[config.mk]
export PLATFORM = sky130hd
export DESIGN_NAME = pipe_stage_reg
export DESIGN_NICKNAME = d
export VERILOG_FILES = /design/src/rtl/pipe_pkg.sv /design/src/rtl/pipe_skid_buf.sv /design/src/rtl/pipe_stage_reg.sv
export SDC_FILE = /design/constraint.sdc
export NUM_CORES = 1
export LEC_CHECK = 0
export ABC_AREA = 1
export CAP_MARGIN = 20
export CORE_ASPECT_RATIO = 1.4
export CORE_MARGIN = 5
export CORE_UTILIZATION = 48
export DETAILED_ROUTE_END_ITERATION = 8
export PLACE_DENSITY = 0.86
export SETUP_SLACK_MARGIN = 0.02
export SLEW_MARGIN = 40
export SYNTH_ARGS = -nofsm -noshare
export SYNTH_HDL_FRONTEND = slang
export SYNTH_SLANG_ARGS = --single-unit
[constraint.sdc]
create_clock -name clk -period 3.2 [get_ports clk]
set_input_delay 0.96 -clock clk [delete_from_list [all_inputs] [get_ports clk]]
set_output_delay 0.96 -clock clk [all_outputs]
set_load 0.01 [all_outputs]
[src/rtl/pipe_pkg.sv]
// Shared types and constants for the pipeline-boundary register.
// State encoding, control-bit positions and default payload widths.
package pipe_pkg;

  typedef enum logic [1:0] {
    StEmpty = 2'd0,
    StOne   = 2'd1,
    StTwo   = 2'd2
  } pipe_state_e;

  localparam int unsigned CTRL_WMEM = 0;
  localparam int unsigned CTRL_RMEM = 1;
  localparam int unsigned CTRL_WREG = 2;
  localparam int unsigned CTRL_JMP  = 3;

  localparam int unsigned DefDataW     = 32;
  localparam int unsigned DefDestW     = 4;
  localparam int unsigned DefCtrlW     = 4;
  localparam int unsigned DefStallCntW = 16;

  function automatic int unsigned payload_w(input int unsigned data_w, input int unsigned dest_w,
                                            input int unsigned ctrl_w);
    return data_w + dest_w + ctrl_w;
  endfunction

endpackage

[src/rtl/pipe_skid_buf.sv]
// Generic valid/ready payload register with flush. Defining PIPE_STAGE_SKID_EN adds a second
// (skid) entry and makes in_ready a flop, cutting the out_ready -> in_ready path.
module pipe_skid_buf
  import pipe_pkg::*;
#(
  parameter int unsigned PAYLOAD_W = 40
) (
  input  logic                 clk,
  input  logic                 rst,
  input  logic                 flush,
  input  logic                 in_valid,
  output logic                 in_ready,
  input  logic [PAYLOAD_W-1:0] in_data,
  output logic                 out_valid,
  input  logic                 out_ready,
  output logic [PAYLOAD_W-1:0] out_data
);

  pipe_state_e          state_q, state_d;
  logic [PAYLOAD_W-1:0] main_q, main_d;
  logic                 valid_q, valid_d;
`ifdef PIPE_STAGE_SKID_EN
  logic [PAYLOAD_W-1:0] skid_q, skid_d;
  logic                 in_ready_q, in_ready_d;
`endif

  always_ff @(posedge clk) begin
    if (rst) begin
      state_q <= StEmpty;
      main_q  <= '0;
      valid_q <= 1'b0;
`ifdef PIPE_STAGE_SKID_EN
      skid_q     <= '0;
      in_ready_q <= 1'b1;
`endif
    end else begin
      state_q <= state_d;
      main_q  <= main_d;
      valid_q <= valid_d;
`ifdef PIPE_STAGE_SKID_EN
      skid_q     <= skid_d;
      in_ready_q <= in_ready_d;
`endif
    end
  end

  always_comb begin
    state_d = state_q;
    main_d  = main_q;
`ifdef PIPE_STAGE_SKID_EN
    skid_d  = skid_q;
`endif
    case (state_q)
      StEmpty: begin
        if (in_valid) begin
          main_d  = in_data;
          state_d = StOne;
        end
      end
      StOne: begin
        if (in_valid && out_ready) begin
          main_d = in_data;
        end else if (in_valid && !out_ready) begin
`ifdef PIPE_STAGE_SKID_EN
          skid_d  = in_data;
          state_d = StTwo;
`endif
        end else if (!in_valid && out_ready) begin
          state_d = StEmpty;
        end
      end
      StTwo: begin
`ifdef PIPE_STAGE_SKID_EN
        if (out_ready) begin
          main_d  = skid_q;
          state_d = StOne;
        end
`else
        state_d = StEmpty;
`endif
      end
      default: state_d = StEmpty;
    endcase
    // Flush wins over everything; keep stale data so nothing offered now is captured.
    if (flush) begin
      state_d = StEmpty;
      main_d  = main_q;
`ifdef PIPE_STAGE_SKID_EN
      skid_d  = skid_q;
`endif
    end
  end

  always_comb begin
    valid_d = (state_d != StEmpty);
`ifdef PIPE_STAGE_SKID_EN
    in_ready_d = (state_d != StTwo);
    in_ready   = in_ready_q;
`else
    in_ready   = out_ready | ~valid_q;
`endif
    out_valid = valid_q;
    out_data  = main_q;
  end

endmodule

[src/rtl/pipe_stage_reg.sv]
// Pipeline-boundary register: packs ALU result, destination and control into one payload,
// gates control on bubbles and counts stall cycles. Skid buffer enabled by PIPE_STAGE_SKID_EN.
module pipe_stage_reg
  import pipe_pkg::*;
#(
  parameter int unsigned DATA_W      = DefDataW,
  parameter int unsigned DEST_W      = DefDestW,
  parameter int unsigned CTRL_W      = DefCtrlW,
  parameter int unsigned STALL_CNT_W = DefStallCntW
) (
  input  logic                   clk,
  input  logic                   rst,
  input  logic                   flush,
  input  logic                   in_valid,
  output logic                   in_ready,
  input  logic [DATA_W-1:0]      in_alu_res,
  input  logic [DEST_W-1:0]      in_wr_dest,
  input  logic [CTRL_W-1:0]      in_ctrl,
  output logic                   out_valid,
  input  logic                   out_ready,
  output logic [DATA_W-1:0]      out_alu_res,
  output logic [DEST_W-1:0]      out_wr_dest,
  output logic [CTRL_W-1:0]      out_ctrl,
  output logic [STALL_CNT_W-1:0] stall_cnt
);

  localparam int unsigned PayloadW = payload_w(DATA_W, DEST_W, CTRL_W);
  localparam logic [STALL_CNT_W-1:0] StallMax = '1;

  logic [PayloadW-1:0]    in_data, out_data;
  logic [CTRL_W-1:0]      ctrl_held;
  logic [STALL_CNT_W-1:0] stall_cnt_q, stall_cnt_d;

  assign in_data = {in_ctrl, in_wr_dest, in_alu_res};

  pipe_skid_buf #(
    .PAYLOAD_W (PayloadW)
  ) u_buf (
    .clk       (clk),
    .rst       (rst),
    .flush     (flush),
    .in_valid  (in_valid),
    .in_ready  (in_ready),
    .in_data   (in_data),
    .out_valid (out_valid),
    .out_ready (out_ready),
    .out_data  (out_data)
  );

  assign {ctrl_held, out_wr_dest, out_alu_res} = out_data;
  // Bubbles must never carry write or jump enables downstream.
  assign out_ctrl = out_valid ? ctrl_held : '0;

  always_comb begin
    stall_cnt_d = stall_cnt_q;
    if (out_valid && !out_ready && (stall_cnt_q != StallMax)) begin
      stall_cnt_d = stall_cnt_q + 1'b1;
    end
  end

  always_ff @(posedge clk) begin
    if (rst) begin
      stall_cnt_q <= '0;
    end else begin
      stall_cnt_q <= stall_cnt_d;
    end
  end

  assign stall_cnt = stall_cnt_q;

endmodule
==> out/metrics.yaml, run 1 <==
status: "complete, no violations"
setup_viol: 0
antenna_left: 0
hold_path.class: "register to register"
grt_max_degree: 55
nets: 484
critPathLaunchType: "input port"
path_cells: "clkdlybuf4s50_1 > inv_1 > nand2_1 > clkdlybuf4s50_1"
vdd_drop_max_uv: 377
max_stage_delay_ns: 0.55
route.detailed.drc: 0
cpMaxStageDelayCell: "clkdlybuf4s50_1"
cts_sinks: 59
synth_cell_types: 23
dieArea_um2: 7460
clockRootBuffer: "clkbuf_8"
wirelength_um: 6560
syn-num-nets: 418
arrival_ns: 2.11
wl_per_cell_um: 12.9
dr.first_iter.drc_count: 96
grt_usage: 0.181
synth_area_leaders: "dfxtp_1, buf_4, a21oi_1"
placed_cells: 495
coreArea_um2: 5570
synth-seq-cells: 59
path_clk_slew_ns: 0.06
place_hpwl_um: 4710
hold_viol: 0
post_dp_cell_area_um2: 3600
ys_warn_count: 0
fin_area_um2: 3820
worstSkewPairLatency_ns: 0.33
synth_top_cell_area_share: 0.424
async_reset_ff_frac: 0
drive_gt1_frac: 0.0995
grt_setup_unrepaired: "no"
fillers: 468
required_ns: 2.24
worst_slew_pin_slew_ns: 0.551
antenna_found_initial: 0
portBuffers: 102
crit_top_cell: "clkdlybuf4s50_1"
stdcell_count: 510
grt-ovfl-total: 0
tns_ns: 0
io_pins: 103
critPathMaxFanout: 3
synth-main-ff-cell: "dfxtp_1"
cts_tree: "done"
register_area_um2: 1180
cap_violations: 0
max_freq_ghz: 0.326
avgViaCountPerCell: 4.82
n_antenna_cell: 0
synth_commonest_cells: "dfxtp_1, inv_1, nand2_1"
synth_most_common_cell: "dfxtp_1"
row_count: 32
rrSetupSlack_ns: 1.39
h-tree-depth: 3
period_minus_slack_ns: 3.07
criticalPathCategory: "input port to output port"
crit_path_end_kind: "output port"
multi_input_area_um2: 1050
yosysTopAreaCell: "dfxtp_1"
area_growth_pct: 36.8
dieWidth_um: 74.4
vias: 2459
synth_cells: 372
finClkSkew_ns: 0.00829
cts_buffer_depth: 2
first_pass_iters: 4
p_per_area_nw_per_um2: 445
start_util: 0.501
pre_cts_ws_ns: 0.133
place_congestion: 0.795
cts_resized: 0
power_leakage_nw: 1.43
fin_crit_sh: 0.959
synth_seq_area_share: 0.424
drv_slew: 0
syn_avg_cell_area_um2: 7.50
slew_headroom: 0.633
synth.cell_area_um2: 2790
first_global_vias: 2313
post-cts-setup-buffers: 0
fin_ws_ns: 0.131
cts_hold_buf: 0
die_height_um: 100
numCtsBuffers: 9
grt_pass1_wl_um: 10500
synth_edf_count: 0
[state kept, by name, summed over array words and instances, names as in the netlist]
register and count:
u_buf.out_data 40, stall_cnt 16, u_buf.state_q 2, u_buf.out_valid 1
[worst max-delay path, delay by kind of cell]
| kind | cells | cell delay, ns |
|---|---|---|
| simple gates | 1 | 0.08 |
| buf+inv | 3 | 1.06 |
[layer usage]
metal | GRT usage | up-vias | wire length, um
li1 | - | 1265 | -
met1 | 0.186 | 1113 | 2490
met2 | 0.322 | 70 | 3490
met3 | 0.0591 | 11 | 433
met4 | 0.0836 | 0 | 148
met5 | 0 | - | 0
[final cells by class]
class | instances | area share
clock buffers | 10 | 0.0361
clock inverters | 5 | 0.0203
inverters | 58 | 0.0570
multi-input cells | 204 | 0.276
flip-flops and latches | 59 | 0.310
well taps | 68 | 0.0223
repair buffers | 106 | 0.279
[metrics by stage]
step	util	hold WS [ns]	total power, W
2_1_floorplan	-	0.421	0.000891
3_3_place_gp	0.647	0.430	0.000973
3_5_place_dp	0.647	0.435	0.000978
4_1_cts	0.686	0.444	0.00172
5_1_grt	0.686	0.466	0.00178
6_report	0.686	0.442	0.00170
[power by group]
part           switching (W)  total, W  internal, W
clock network       0.000282  0.000735     0.000452
registers          0.0000147  0.000778     0.000763
logic              0.0000749  0.000184     0.000109
total               0.000372   0.00170      0.00132
[kinds of logic (layout without fill, tap and decap cells)]
family                     count (synthesis)  count (layout)  synth area share
and+or+nand+nor                          101             101             0.166
buffers and inverters                    109             179             0.201
AOI/OAI and AO/OA                         95              95             0.185
xor gates and xnor gates                   6               6            0.0188
other                                      1               1           0.00134
adders and majority gates                  1               1           0.00449
DFF                                       59              59             0.424
[cell usage in the layout, fill, tap and decap left out, types with 2 or more instances in the layout]
cell type        instances
inv_1                   57
nor2_1                  18
nand4_1                  6
nand3_1                 10
xnor2_1                  2
o21ai_0                 41
a21oi_1                 43
nor4_1                   2
dfxtp_1                 59
buf_4                    3
bufinv_16                2
xor2_1                   4
clkdlybuf4s50_1        102
clkinv_2                 2
clkbuf_8                10
nor2_4                   3
nand2_2                  4
nor2_2                   4
nand2_1                 52
a21oi_2                 10
[worst paths after layout]
path	startpoint	to	depth (start not counted)
worst max-delay path	out_ready	in_ready	4
worst min-delay path	u_buf.out_data[22]	u_buf.out_data[22]	2
worst max register to register	stall_cnt[0]	stall_cnt[9]	7
worst min register to register	u_buf.out_data[22]	u_buf.out_data[22]	2
No activity file was read; power rests on OpenSTA's default activity.
==> run 2, diff against run 1 <==
--- a/config.mk
+++ b/config.mk
@@ -10,6 +10,7 @@
 export CORE_ASPECT_RATIO = 1.4
 export CORE_MARGIN = 5
 export CORE_UTILIZATION = 48
+export CTS_BUF_LIST = sky130_fd_sc_hd__clkbuf_4 sky130_fd_sc_hd__clkbuf_8 sky130_fd_sc_hd__clkbuf_16
 export DETAILED_ROUTE_END_ITERATION = 8
 export PLACE_DENSITY = 0.86
 export SETUP_SLACK_MARGIN = 0.02
==> results of run 2 <==
Final layout, timing and power as in run 1 (identical DEF).
